File: src/rtl/rs232_tx_arbiter_if.sv
// rs232_tx_arbiter_if
//   Bundles the requester-side byte streams and the RS-232 transmitter
//   handshake that the arbiter sits between.
//   slave  : the arbiter's view (requests and busy in, ready/strobe/status out)
//   master : the environment's view (requesters plus transmitter)
//   Signals:
//     req_valid/req_data/req_last  N requester byte offers (byte i in [8i+7:8i])
//     req_ready                    one-cycle accept per requester
//     rs232out_busy                transmitter shifting a byte
//     rs232out_w/rs232out_d        write strobe and registered byte
//     grant_id/active/timeout_evt  owner index, lock held, lock dropped by timeout
interface rs232_tx_arbiter_if #(
   parameter int unsigned N = 2
);
   logic [N-1:0]   req_valid;
   logic [8*N-1:0] req_data;
   logic [N-1:0]   req_last;
   logic [N-1:0]   req_ready;
   logic           rs232out_busy;
   logic           rs232out_w;
   logic [7:0]     rs232out_d;
   logic [2:0]     grant_id;
   logic           active;
   logic           timeout_evt;

   modport slave (
      input  req_valid, req_data, req_last, rs232out_busy,
      output req_ready, rs232out_w, rs232out_d, grant_id, active, timeout_evt
   );

   modport master (
      output req_valid, req_data, req_last, rs232out_busy,
      input  req_ready, rs232out_w, rs232out_d, grant_id, active, timeout_evt
   );
endinterface

File: src/rtl/rs232_tx_arbiter.sv
// rs232_tx_arbiter
//   Shares one RS-232 transmitter between N byte-stream requesters.
//   Round-robin arbitration at message granularity: the owner keeps the
//   transmitter until it sends a byte flagged last, or until it has offered
//   nothing for LOCK_TIMEOUT load cycles.
//   Ports:
//     clk  clock
//     rst  synchronous active-high reset
//     bus  rs232_tx_arbiter_if.slave (requesters, transmitter, status)
module rs232_tx_arbiter #(
   parameter int unsigned N            = 2,
   parameter int unsigned LOCK_TIMEOUT = 1024
) (
   input  logic              clk,
   input  logic              rst,
   rs232_tx_arbiter_if.slave bus
);
   typedef enum logic [2:0] {
      ARB   = 3'd0,
      LOAD  = 3'd1,
      SEND  = 3'd2,
      GUARD = 3'd3,
      DRAIN = 3'd4
   } state_t;

   localparam logic [15:0] TIMEOUT_MAX = 16'(LOCK_TIMEOUT);
   localparam logic [2:0]  LAST_IDX    = 3'(N - 1);

   state_t      state_q, state_d;
   logic [2:0]  grant_id_q, grant_id_d;
   logic [2:0]  ptr_q, ptr_d;
   logic [15:0] tmo_cnt_q, tmo_cnt_d;
   logic [7:0]  tx_data_q, tx_data_d;
   logic        last_q, last_d;

   logic        own_valid, own_last;
   logic [7:0]  own_data;
   logic        found_hi, found_lo, found;
   logic [2:0]  pick_hi, pick_lo, pick;
   logic        accept, expire;
   logic [N-1:0] ready;

   // Current owner's offer.
   always_comb begin
      own_valid = 1'b0;
      own_last  = 1'b0;
      own_data  = '0;
      for (int unsigned i = 0; i < N; i++) begin
         if (grant_id_q == 3'(i)) begin
            own_valid = bus.req_valid[i];
            own_last  = bus.req_last[i];
            own_data  = bus.req_data[8*i +: 8];
         end
      end
   end

   // Cyclic search after the pointer: lowest valid index above the pointer
   // wins, otherwise the lowest valid index at or below it.
   always_comb begin
      found_hi = 1'b0;
      found_lo = 1'b0;
      pick_hi  = '0;
      pick_lo  = '0;
      for (int unsigned i = 0; i < N; i++) begin
         if (bus.req_valid[i] && (3'(i) > ptr_q) && !found_hi) begin
            found_hi = 1'b1;
            pick_hi  = 3'(i);
         end
         if (bus.req_valid[i] && (3'(i) <= ptr_q) && !found_lo) begin
            found_lo = 1'b1;
            pick_lo  = 3'(i);
         end
      end
      found = found_hi | found_lo;
      pick  = found_hi ? pick_hi : pick_lo;
   end

   // Next state. In LOAD the expired timeout takes precedence, so no byte is
   // accepted in the cycle the lock is dropped.
   always_comb begin
      state_d    = state_q;
      grant_id_d = grant_id_q;
      ptr_d      = ptr_q;
      tmo_cnt_d  = tmo_cnt_q;
      tx_data_d  = tx_data_q;
      last_d     = last_q;
      accept     = 1'b0;
      expire     = 1'b0;
      unique case (state_q)
         ARB: begin
            if (found) begin
               grant_id_d = pick;
               ptr_d      = pick;
               state_d    = LOAD;
            end
         end
         LOAD: begin
            if (tmo_cnt_q >= TIMEOUT_MAX) begin
               expire    = 1'b1;
               tmo_cnt_d = '0;
               state_d   = ARB;
            end else if (own_valid && !bus.rs232out_busy) begin
               accept    = 1'b1;
               tx_data_d = own_data;
               last_d    = own_last;
               tmo_cnt_d = '0;
               state_d   = SEND;
            end else if (!own_valid) begin
               tmo_cnt_d = tmo_cnt_q + 16'd1;
            end
         end
         SEND:  state_d = GUARD;
         // busy is not looked at here: the transmitter raises it a cycle late
         GUARD: state_d = DRAIN;
         DRAIN: begin
            if (!bus.rs232out_busy) begin
               state_d = last_q ? ARB : LOAD;
            end
         end
         default: state_d = ARB;
      endcase
   end

   always_comb begin
      ready = '0;
      for (int unsigned i = 0; i < N; i++) begin
         ready[i] = accept && (grant_id_q == 3'(i));
      end
   end

   always_ff @(posedge clk) begin
      if (rst) begin
         state_q    <= ARB;
         grant_id_q <= '0;
         ptr_q      <= LAST_IDX;
         tmo_cnt_q  <= '0;
         tx_data_q  <= '0;
         last_q     <= 1'b0;
      end else begin
         state_q    <= state_d;
         grant_id_q <= grant_id_d;
         ptr_q      <= ptr_d;
         tmo_cnt_q  <= tmo_cnt_d;
         tx_data_q  <= tx_data_d;
         last_q     <= last_d;
      end
   end

   // Combinational pulses are masked during reset so a reset landing on
   // SEND never strobes the transmitter.
   assign bus.req_ready   = rst ? '0 : ready;
   assign bus.rs232out_w  = (state_q == SEND) && !rst;
   assign bus.timeout_evt = expire && !rst;
   assign bus.rs232out_d  = tx_data_q;
   assign bus.grant_id    = grant_id_q;
   assign bus.active      = (state_q != ARB);
endmodule

File: src/flat_wrapper.sv
// flat-port wrapper written by rule: the top's interface ports become plain ports
module rs232_tx_arbiter_flat 
#(
   parameter int unsigned N            = 2,
   parameter int unsigned LOCK_TIMEOUT = 1024
)
  (clk, rst, bus_req_valid, bus_req_data, bus_req_last, bus_rs232out_busy, bus_req_ready, bus_rs232out_w, bus_rs232out_d, bus_grant_id, bus_active, bus_timeout_evt);
  rs232_tx_arbiter_if #(.N(N)) bus_i ();
  input  logic clk;
  input  logic rst;
  input wire logic [$bits(bus_i.req_valid)-1:0] bus_req_valid;
  input wire logic [$bits(bus_i.req_data)-1:0] bus_req_data;
  input wire logic [$bits(bus_i.req_last)-1:0] bus_req_last;
  input wire logic [$bits(bus_i.rs232out_busy)-1:0] bus_rs232out_busy;
  output wire logic [$bits(bus_i.req_ready)-1:0] bus_req_ready;
  output wire logic [$bits(bus_i.rs232out_w)-1:0] bus_rs232out_w;
  output wire logic [$bits(bus_i.rs232out_d)-1:0] bus_rs232out_d;
  output wire logic [$bits(bus_i.grant_id)-1:0] bus_grant_id;
  output wire logic [$bits(bus_i.active)-1:0] bus_active;
  output wire logic [$bits(bus_i.timeout_evt)-1:0] bus_timeout_evt;
  assign bus_i.req_valid = bus_req_valid;
  assign bus_i.req_data = bus_req_data;
  assign bus_i.req_last = bus_req_last;
  assign bus_i.rs232out_busy = bus_rs232out_busy;
  assign bus_req_ready = bus_i.req_ready;
  assign bus_rs232out_w = bus_i.rs232out_w;
  assign bus_rs232out_d = bus_i.rs232out_d;
  assign bus_grant_id = bus_i.grant_id;
  assign bus_active = bus_i.active;
  assign bus_timeout_evt = bus_i.timeout_evt;
  rs232_tx_arbiter #(.N(N), .LOCK_TIMEOUT(LOCK_TIMEOUT)) u_core (.clk(clk), .rst(rst), .bus(bus_i));
endmodule
File: config.mk
export PLATFORM = sky130hd
export DESIGN_NAME = rs232_tx_arbiter_flat
export DESIGN_NICKNAME = d
export VERILOG_FILES = /design/src/rtl/rs232_tx_arbiter_if.sv /design/src/rtl/rs232_tx_arbiter.sv /design/src/flat_wrapper.sv
export SDC_FILE = /design/constraint.sdc
export NUM_CORES = 1
export LEC_CHECK = 0
export BUFFER_PORTS_ARGS = -buffer_cell sky130_fd_sc_hd__buf_2
export CAP_MARGIN = 30
export CORE_MARGIN = 2
export CORE_UTILIZATION = 30
export CTS_CLUSTER_SIZE = 14
export DETAILED_ROUTE_END_ITERATION = 8
export SLEW_MARGIN = 30
export SYNTH_ARGS = -nofsm -noshare
export SYNTH_HDL_FRONTEND = slang
export SYNTH_SLANG_ARGS = --single-unit
File: constraint.sdc
create_clock -name clk -period 3.9 [get_ports clk]
set_input_delay 0.195 -clock clk [delete_from_list [all_inputs] [get_ports clk]]
set_output_delay 0.195 -clock clk [all_outputs]
set_load 0.01 [all_outputs]
# Word-level counts from Yosys, hierarchy flattened
# Index checks and enable logic that the tools add are counted.
[word_totals]
ff_bits = 34
in_bits = 23
output_inout_bits = 16
elab_cells = 73
[op_classes]
add_sub_neg = 1
order_cmp = 5
eq_ne = 9
muxes = 28
bitwise_logic = 2
reduce_logical = 22
[ops]
columns = ["op", "count"]
rows = [
  ["$mux 16", 3],
  ["$mux 1", 17],
  ["$add 16x1->16 const B", 1],
  ["$ge 16x11->1 const B", 1],
  ["$mux 8", 2],
  ["$pmux 3 s5", 1],
  ["$mux 3", 4],
  ["$logic_and 1x1->1", 11],
  ["$eq 3x1->1 const B", 2],
  ["$eq 3x2->1 const B", 2],
  ["$gt 1x3->1 const A", 2],
  ["$le 1x3->1 const A", 2],
  ["$logic_not 3->1", 2],
  ["$reduce_and 3->1", 2],
  ["$logic_not 1->1", 4],
  ["$reduce_and 2->1", 2],
  ["$eq 3x3->1 const B", 1],
  ["$ne 3x1->1 const B", 1],
  ["$ne 3x3->1 const B", 1],
  ["$reduce_bool 3->1", 1],
  ["$mux 2", 1],
  ["$ne 2x1->1 const B", 1],
  ["$ne 2x2->1 const B", 1],
  ["$not 1->1", 1],
  ["$or 1x1->1", 1],
]

# Logic depth before layout (Yosys ltp)
# Gate-level depths: netlist of run 1.
[depth]
ltp_word = 9
depth_mapped = 6
mapped_depth_nobuf = 5

# Least setup slack after synthesis of run 1
# Ideal clock, no wire load.
[synth_path]
kind = "register -> output"
start = "register u_core.state_q[2]"
end = "output bus_req_ready[1]"
arrival_ns = 1.604
required_ns = 3.705
path_slack_ns = 2.101
stages_incl_launch_ff = 7
path_buffers = 2
path_cell_list = "dfxtp_1 > buf_2 > nor3b_4 > and3_2 > buf_2 > nand2_1 > nor3b_1"
[synth_between]
elab_chain_len = 4
[synth_rtl]
columns = ["item", "line_no", "source"]
rows = [
  ["start, declared", "rs232_tx_arbiter.sv:29", "state_t state_q, state_d;"],
  ["start signal, assigned", "rs232_tx_arbiter.sv:140", "state_q <= state_d;"],
  ["$eq 3x1->1", "rs232_tx_arbiter.sv:89", "unique case (state_q)"],
  ["$mux 1", "rs232_tx_arbiter.sv:89", ""],
  ["$logic_and 1x1->1", "rs232_tx_arbiter.sv:127", "ready[i] = accept && (grant_id_q == 3'(i));"],
  ["$mux 2", "rs232_tx_arbiter.sv:151", "assign bus.req_ready = rst ? '0 : ready;"],
  ["end, declared", "flat_wrapper.sv:15", "output wire logic [$bits(bus_i.req_ready)-1:0] bus_req_ready;"],
]
# Every way passes these cells.

# Final worst setup path of run 1
[layout_path]
start = "register u_core.grant_id_q[0] (netlist: u_core.bus.grant_id[0])"
end = "output bus_req_ready[1]"
[layout_between]
elab_chain_len = 9
elab_cells_between_ends = 10
cone_classes = "1 x eq/ne; 6 x mux; 3 x reduce/logical"
[layout_rtl]
columns = ["item", "line_no", "source"]
rows = [
  ["start, declared", "rs232_tx_arbiter.sv:30", "logic [2:0] grant_id_q, grant_id_d;"],
  ["start signal, assigned", "rs232_tx_arbiter.sv:141", "grant_id_q <= grant_id_d;"],
  ["$logic_not 3->1", "rs232_tx_arbiter.sv:49", "if (grant_id_q == 3'(i)) begin"],
  ["$mux 1 (2 in series)", "rs232_tx_arbiter.sv:49", ""],
  ["$logic_and 1x1->1", "rs232_tx_arbiter.sv:102", "end else if (own_valid && !bus.rs232out_busy) begin"],
  ["$mux 1", "rs232_tx_arbiter.sv:102", ""],
  ["$mux 1", "rs232_tx_arbiter.sv:98", "if (tmo_cnt_q >= TIMEOUT_MAX) begin"],
  ["$mux 1", "rs232_tx_arbiter.sv:89", ""],
  ["$logic_and 1x1->1 *", "rs232_tx_arbiter.sv:127", ""],
  ["$mux 2 *", "rs232_tx_arbiter.sv:151", ""],
]
# Mark *: on every way between the ends. The rest lies on a longest branch, timed or not.

==> flow_summary.rst, run 1 <==
.. list-table::
   :header-rows: 1

   * - Metric
     - Value
   * - Count of vias placed by the detailed router
     - between 1000 and 1500
   * - Initial antenna violation count
     - 0
   * - Overall die area
     - roughly 5600 um^2
   * - Root buffer cell
     - clkbuf_8
   * - Fin cells
     - approximately 270
   * - Post-route ant nets
     - 0
   * - Number of global-route vias before repair
     - approximately 1100
   * - Transition time at the pin with the least slew margin
     - 0.874 ns
   * - Share of synthesized area occupied by flip-flops and latches
     - about two fifths
   * - Total negative slack
     - 0 ns
   * - Clock-pin slew reported for the worst setup and hold paths after clock tree synthesis
     - about 0.06 ns
   * - Number of nets at the end of the flow
     - ~230
   * - Source of the worst register-to-register timing path
     - u_core.bus.grant_id[0]$_SDFFE_PP0P_
   * - Routability cong.
     - around 0.73
   * - Post-cts sizing count
     - 0
   * - Highest fanout seen on the critical path
     - 14
   * - Io pins
     - 39
   * - Max VDD drop
     - 0.000166 V
   * - Endpoint kind of the worst setup timing path
     - primary output
   * - Leakage dissipation
     - ~0.7 nW
   * - Antenna diodes
     - 0
   * - Cells after Synth
     - 168
   * - Die height
     - between 70 and 80 um
   * - Combined global-route utilization of all metal layers
     - about an eighth
   * - Leading register cell type out of synthesis
     - dfxtp_1
   * - Largest buffer count on any clock path
     - 2
   * - Hold_buf cts
     - 0
   * - Share of flip-flops with an asynchronous set or reset after synthesis
     - 0%
   * - Launch instance of the worst min-delay path
     - bus_req_data[3]
   * - Number of max-capacitance violations reported
     - 0
   * - Synthesis-stage register bit count
     - 30
   * - Average wire per standard cell
     - 12.3 um
   * - Critical path data arrival time
     - about 2.4 ns
   * - Number of rows created at floorplan
     - 25
   * - RSZ-0062 raised after global routing
     - false
   * - Minimum hold slack
     - 0.257 ns
   * - Commonest non-fill, non-tap cell in the layout
     - buf_2
   * - Worst reg-to-reg setup slack
     - 1.60 ns
   * - Placed wire-length estimate after detailed placement
     - 2260 um
   * - Starting Density
     - between 30% and 40%
   * - Num Clock Sinks
     - 30
   * - Iter 0 DRT Violations
     - between 40 and 50
   * - Pins Over Slew Limit
     - 0
   * - Final worst setup slack
     - between 1 and 1.5 ns
   * - WHS Path Cells
     - 3
   * - Number of distinct library cell variants in the gate-level netlist after synthesis
     - 46
   * - Final Util
     - 37.5%
   * - H-tree depth reported by CTS
     - 2
   * - Clock Skews
     - 0.00377 ns
   * - Final Cycle Share
     - 65.6%
   * - Crit path launch type
     - register
   * - Latest clock arrival within the worst-skew pair
     - 0.27 ns
   * - Detailed Routing Iterations Pass 1
     - 4
   * - Final Hold Violating Endpoints
     - 0
   * - Max Freq
     - 391 MHz
   * - Min Clock Period, post-route
     - ~2.6 ns
   * - Synth warn
     - 0
   * - Buffer count from post-CTS setup fixing
     - 0
   * - Detailed Route WL
     - 3280 um
   * - Number of enable-type register cells in the synthesized netlist
     - 0
   * - Ratio of cells with drive above 1 in the final layout
     - between 20% and 30%
   * - Crit Path Category
     - reg -> out
   * - Pre-CTS setup slack
     - roughly 1.6 ns
   * - Hold crit path type
     - in -> reg
   * - Setup-violating endpoint count in the final report
     - 0
   * - Aggregate global routing overflow
     - 0
   * - Highest-count cells in the layout ignoring fill and taps
     - buf_2, dfxtp_1, a21oi_1
   * - Core region area
     - roughly 4800 um^2
   * - Input/output buffers
     - 36
   * - Drt drc
     - 0
   * - Reg2reg end
     - u_core.tmo_cnt_q[4]$_SDFFE_PP0P_
   * - Via-to-Cell Ratio
     - 4.91
   * - Die span in x
     - ~75 um
   * - Status
     - finished, final reports clean
   * - Power density over the cells
     - 392 nW/um^2
   * - Layout Area Growth over Synthesis
     - 19.0%
   * - Slew headroom
     - between 40% and 50%
   * - Global-route wire length before repair
     - ~5000 um
   * - End point of the most critical hold path
     - u_core.bus.rs232out_d[3]$_SDFFE_PP0P_
   * - Critical Path RT
     - ~3.7 ns
   * - Netlist area before placement
     - ~1500 um^2
   * - Number of buffers created by CTS
     - 5
   * - Number of cells after detailed placement
     - 260
   * - Largest net degree at the start of global routing
     - 26
   * - TritonCTS clock tree
     - yes
   * - Number of fill cells in the layout
     - between 500 and 600
   * - Worst R2R Path Depth
     - 4
   * - Average cell area after synthesis
     - roughly 9 um^2
## cell families (layout without fill, tap and decap cells)
| logic type | count (synthesis) | after routing | synth area share [%] |
|---|---|---|---|
| buffers and inverters | 19 | 49 | 5.97 |
| DFF | 30 | 30 | 39.8 |
| and+or+nand+nor | 59 | 59 | 23.3 |
| adders and majority gates | 2 | 2 | 1.66 |
| AOI/OAI and AO/OA | 47 | 47 | 21.6 |
| other | 1 | 2 | 0.249 |
| muxes | 10 | 10 | 7.46 |
## synth_stat cells, types with 3 or more instances
master	n	area share, %
dfxtp_1	30	40
a21oi_1	19	6.3
nor2_1	13	3.2
nand2_1	10	2.5
a211oi_1	9	4.5
mux2i_1	9	6.0
inv_1	7	1.7
o31ai_1	6	3.0
clkbuf_1	5	1.2
nand3_1	5	1.7
or4_1	5	2.5
nor3_1	4	1.3
nor3b_1	4	2.0
o21ai_1	3	0.99
or3_2	3	1.5
## critical path: stages (launching register included)
cell     delay [ns]
dfxtp_1        0.80
mux2i_4        0.21
nor2_1         0.58
nand2_1        0.14
nor3b_1        0.20
buf_2          0.16
## stage by stage
| stage | power, W | area (um^2) |
|---|---|---|
| 2_1_floorplan | 0.000435 | 1510 |
| 6_report | 0.000704 | 1800 |
| 3_5_place_dp | 0.000469 | 1710 |
| 3_3_place_gp | 0.000467 | 1710 |
| 4_1_cts | 0.000713 | 1800 |
| 5_1_grt | 0.000740 | 1800 |
## where the power goes
group / switching (W) / leakage (nW) / internal (W)
sequential: 0.0000190 / 0.244 / 0.000321
combinational: 0.0000695 / 0.396 / 0.0000528
clock: 0.000106 / 0.0431 / 0.000136
total: 0.000195 / 0.683 / 0.000510
## worst max-delay path by stage
stage                                       end  depth (start not counted)                                 from
2_1_floorplan                  bus_req_ready[1]                          6       u_core.state_q[2]$_SDFFE_PP0P_
3_3_place_gp   u_core.tmo_cnt_q[3]$_SDFFE_PP0P_                          4  u_core.bus.grant_id[0]$_SDFFE_PP0P_
3_5_place_dp   u_core.tmo_cnt_q[4]$_SDFFE_PP0P_                          4  u_core.bus.grant_id[0]$_SDFFE_PP0P_
4_1_cts                        bus_req_ready[1]                          5  u_core.bus.grant_id[0]$_SDFFE_PP0P_
5_1_grt                        bus_req_ready[1]                          5  u_core.bus.grant_id[0]$_SDFFE_PP0P_
6_report                       bus_req_ready[1]                          5  u_core.bus.grant_id[0]$_SDFFE_PP0P_
## metal layers
layer / vias to the layer above / GRT usage (%) / wire length [um]
met5: - / 0 / 0
met4: 0 / 5.36 / 59
met2: 31 / 15.8 / 1410
met3: 6 / 3.75 / 168
li1: 677 / - / -
met1: 591 / 17.0 / 1640
## layout make-up
type                    count  area [um^2]  area share, %
flip-flops and latches     30          601           33.4
well taps                  67         83.8           4.67
repair buffers             36          180           10.0
inverters                   7         26.3           1.46
clock buffers               6         82.6           4.60
multi-input cells         120          822           45.8
## sequential cells by signal (all words and copies together) (netlist names)
register and flops:
u_core.bus.grant_id 1, u_core.last_q 1, u_core.state_q 3, u_core.ptr_q 1
u_core.bus.rs232out_d 8, u_core.tmo_cnt_q 16
Note: power is estimated with default switching activity, not from simulation.
==> run 2, diff against run 1 <==
--- a/config.mk
+++ b/config.mk
@@ -5,6 +5,7 @@
 export SDC_FILE = /design/constraint.sdc
 export NUM_CORES = 1
 export LEC_CHECK = 0
+export ABC_AREA = 1
 export BUFFER_PORTS_ARGS = -buffer_cell sky130_fd_sc_hd__buf_2
 export CAP_MARGIN = 30
 export CORE_MARGIN = 2
==> constraint.sdc (replaced) <==
create_clock -name clk -period 2.28 [get_ports clk]
set_input_delay 0.114 -clock clk [delete_from_list [all_inputs] [get_ports clk]]
set_output_delay 0.114 -clock clk [all_outputs]
set_load 0.01 [all_outputs]
==> flow_summary.rst, run 2 <==
.. list-table::
   :header-rows: 1

   * - Metric
     - Value
   * - Switching power as a share of total power
     - 30.8% (was 27.7%)
   * - Average wire per standard cell
     - 9.41 um (was 12.3 um)
   * - Worst reg-to-reg setup slack
     - 0.58 ns (was 1.60 ns)
   * - Routability cong.
     - 0.785 (was 0.728)
   * - Pins Over Slew Limit
     - 0 (unchanged)
   * - Leakage dissipation
     - 0.947 nW (was 0.683 nW)
   * - Clock-pin slew reported for the worst setup and hold paths after clock tree synthesis
     - 0.07 ns (was 0.06 ns)
   * - Sequential cell fraction of total power
     - 45.2% (was 48.3%)
   * - Max VDD drop
     - 0.000309 V (was 0.000166 V)
   * - Combined global-route utilization of all metal layers
     - 12.7% (was 11.8%)
   * - Most frequent cell after synthesis
     - nand2_1 (was dfxtp_1)
   * - Post-cts sizing count
     - 0 (unchanged)
   * - Detailed Routing Iterations Pass 1
     - 4 (unchanged)
   * - TritonCTS clock tree
     - yes (unchanged)
   * - Root buffer cell
     - clkbuf_8 (unchanged)
   * - Post-synthesis cell type with the largest combined area
     - dfxtp_1 (unchanged)
   * - Die height
     - 76.8 um (was 74.9 um)
   * - Global-route wire length before repair
     - 6070 um (was 5020 um)
   * - Number of flip-flops under the largest register name
     - 16 (unchanged)
   * - Transition time at the pin with the least slew margin
     - 0.530 ns (was 0.874 ns)
   * - Layout Area Growth over Synthesis
     - 20.5% (was 19.0%)
   * - Critical Path RT
     - 2.17 ns (was 3.70 ns)
   * - Max Freq
     - 480 MHz
   * - Placed wire-length estimate after detailed placement
     - 2560 um (was 2260 um)
   * - Most instantiated cells after synthesis
     - nand2_1, nor2_1, inv_1 (was dfxtp_1, a21oi_1, nor2_1)
   * - Number of nets at the end of the flow
     - 318 (was 225)
   * - Input/output buffers
     - 36 (unchanged)
   * - Source of the worst register-to-register timing path
     - u_core.state_q[0]$_SDFFE_PP0P_ (was u_core.bus.grant_id[0]$_SDFFE_PP0P_)
   * - Core region area
     - 5110 um^2 (was 4790 um^2)
   * - Leading register cell type out of synthesis
     - dfxtp_1 (unchanged)
   * - Initial antenna violation count
     - 0 (unchanged)
   * - Number of distinct library cell variants in the gate-level netlist after synthesis
     - 24 (was 46)
   * - Starting Density
     - 31.2% (was 31.5%)
   * - Number of max-capacitance violations reported
     - 0 (unchanged)
   * - Synth warn
     - 0 (unchanged)
   * - Min Clock Period, post-route
     - 2.08 ns
   * - Clock Skews
     - 0.00617 ns (was 0.00377 ns)
   * - Crit path launch
     - u_core.state_q[0]$_SDFFE_PP0P_ (was u_core.bus.grant_id[0]$_SDFFE_PP0P_)
   * - Top cells by area, synth
     - dfxtp_1, nand2_1, nor2_1 (was dfxtp_1, a21oi_1, mux2i_1)
   * - Number of fill cells in the layout
     - 590 (was 506)
   * - Endpoint kind of the worst setup timing path
     - primary output (unchanged)
   * - End of the critical path
     - bus_req_ready[1] (unchanged)
   * - Largest net degree at the start of global routing
     - 29 (was 26)
   * - Detailed Route WL
     - 3430 um (was 3280 um)
   * - Critical path data arrival time
     - 1.97 ns (was 2.36 ns)
   * - Overall die area
     - 5900 um^2 (was 5610 um^2)
   * - Antenna diodes
     - 0 (unchanged)
   * - Buffer count from post-CTS setup fixing
     - 0 (unchanged)
   * - Number of global-route vias before repair
     - 1425 (was 1082)
   * - Commonest non-fill, non-tap cell in the layout
     - nand2_1 (was buf_2)
   * - Latest clock arrival within the worst-skew pair
     - 0.28 ns (was 0.27 ns)
   * - Aggregate global routing overflow
     - 0 (unchanged)
   * - Via-to-Cell Ratio
     - 4.37 (was 4.91)
   * - Area share of the largest cell type after synthesis
     - 37.7% (was 39.8%)
   * - Cells after Synth
     - 257 (was 168)
   * - Average cell area after synthesis
     - 6.19 um^2 (was 8.98 um^2)
   * - Number of buffers created by CTS
     - 5 (unchanged)
   * - Highest-count cells in the layout ignoring fill and taps
     - nand2_1, buf_2, nor2_1 (was buf_2, dfxtp_1, a21oi_1)
   * - H-tree depth reported by CTS
     - 2 (unchanged)
   * - Highest fanout seen on the critical path
     - 11 (was 14)
   * - Post-route cell area
     - 1920 um^2 (was 1800 um^2)
   * - Combinational group share of total power
     - 20.6% (was 17.4%)
   * - Register bank with the most flops
     - u_core.tmo_cnt_q (unchanged)
   * - Count of vias placed by the detailed router
     - 1592 (was 1305)
   * - Drt drc
     - 0 (unchanged)
   * - Largest buffer count on any clock path
     - 2 (unchanged)
   * - Final Cycle Share
     - between 90% and 100%
   * - Netlist area before placement
     - 1590 um^2 (was 1510 um^2)
   * - Setup-violating endpoint count in the final report
     - 0 (unchanged)
   * - Psw
     - 0.000393 W (was 0.000195 W)
   * - Total negative slack
     - 0 ns (unchanged)
   * - Clock power share
     - 34.3% (was 34.4%)
   * - Share of synthesized area occupied by flip-flops and latches
     - 37.7% (was 39.8%)
   * - Crit Path Category
     - reg -> out (unchanged)
   * - Number of rows created at floorplan
     - 26 (was 25)
   * - Power density over the cells
     - 665 nW/um^2 (was 392 nW/um^2)
   * - Synthesis-stage register bit count
     - 30 (unchanged)
   * - Cell area after placement
     - 1830 um^2 (was 1710 um^2)
   * - Share of flip-flops with an asynchronous set or reset after synthesis
     - 0% (unchanged)
   * - Hold_buf cts
     - 0 (unchanged)
   * - RSZ-0062 raised after global routing
     - false (unchanged)
   * - Ratio of cells with drive above 1 in the final layout
     - 17.3% (was 27.6%)
   * - Iter 0 DRT Violations
     - 66 (was 42)
   * - Crit path launch type
     - register (unchanged)
   * - Post-route ant nets
     - 0 (unchanged)
   * - Die span in x
     - 76.8 um (was 74.9 um)
   * - Final Hold Violating Endpoints
     - 0 (unchanged)
   * - Internal power
     - 0.000882 W (was 0.000510 W)
   * - Io pins
     - 39 (unchanged)
   * - Worst R2R Path Depth
     - 7 (was 4)
   * - Status
     - finished, final reports clean (unchanged)
   * - WHS Path Cells
     - 5 (was 3)
   * - Slew headroom
     - 64.6% (was 41.6%)
   * - Reg2reg end
     - u_core.bus.rs232out_d[1]$_SDFFE_PP0P_ (was u_core.tmo_cnt_q[4]$_SDFFE_PP0P_)
   * - Number of enable-type register cells in the synthesized netlist
     - 0 (unchanged)
   * - Num Clock Sinks
     - 30 (unchanged)
   * - Hold crit path type
     - in -> reg (unchanged)
## run 2: cell types whose count changed after synthesis, sizes merged, moves of 6 or more
cell,change
mux2i,-10
a211oi,-9
or4,-6
inv,+27
nor2,+20
o31ai,-6
nand2,+86
nand3,+10
## run 2: metrics by stage
step	std cells	worst slack [ns]	hold WS, ns	total power (W)	util, %
final	364	0.196	0.169	0.00127	37.6
after global routing	364	0.0121	0.186	0.00136	37.6
after CTS	364	0.159	0.164	0.00130	37.6
after detailed placement	356	0.473	0.431	0.000853	35.8
after global placement	356	0.560	0.429	0.000849	35.8
after floorplan	258	0.809	0.347	0.000778	-
## run 2: cell families (layout without fill, tap and decap cells)
logic type	after synthesis	after routing	synth area share (%)
AOI/OAI and AO/OA	26	26	8.65
adders and majority gates	2	2	1.57
buffers and inverters	43	79	10.9
DFF	30	30	37.7
other	1	2	0.236
and+or+nand+nor	155	155	40.9
## run 2: how the worst min path moves through the flow
stage                                                  endpoint                               from
after floorplan           u_core.bus.rs232out_d[7]$_SDFFE_PP0P_                    bus_req_data[7]
after global placement        u_core.tmo_cnt_q[15]$_SDFFE_PP0P_  u_core.tmo_cnt_q[15]$_SDFFE_PP0P_
after detailed placement      u_core.tmo_cnt_q[14]$_SDFFE_PP0P_  u_core.tmo_cnt_q[14]$_SDFFE_PP0P_
after CTS                 u_core.bus.rs232out_d[3]$_SDFFE_PP0P_                   bus_req_data[11]
after global routing      u_core.bus.rs232out_d[3]$_SDFFE_PP0P_                    bus_req_data[3]
final                     u_core.bus.rs232out_d[7]$_SDFFE_PP0P_                    bus_req_data[7]
## run 2: critical path, cell delays in order, from the launching register on
cell     delay [ns]
dfxtp_1        0.43
inv_2          0.06
nor3_4         0.35
inv_4          0.08
nor2_1         0.15
nand2_1        0.26
nor3_2         0.19
buf_2          0.15
## run 2: per-layer routing
metal	routed length, um	vias up	global-route usage, %
li1	-	864	-
met1	1680	684	16.0
met2	1510	40	20.1
met3	201	4	4.12
met4	34	0	4.91
met5	0	-	0
## run 2: layout make-up
class | count | area [um^2] | area share [%]
well taps | 70 | 87.6 | 4.57
multi-input cells | 185 | 821 | 42.8
clock buffers | 7 | 86.3 | 4.50
clock inverters | 1 | 5.00 | 0.261
flip-flops and latches | 30 | 601 | 31.3
inverters | 34 | 130 | 6.78
repair buffers | 37 | 188 | 9.78
## run 2: power groups by stage
stage                     logic [W]  clock network (W)  registers (W)
after floorplan            0.000189                  0       0.000588
after global placement     0.000263                  0       0.000587
after detailed placement   0.000266                  0       0.000587
after CTS                  0.000266           0.000456       0.000576
after global routing       0.000304           0.000475       0.000580
final                      0.000262           0.000437       0.000576
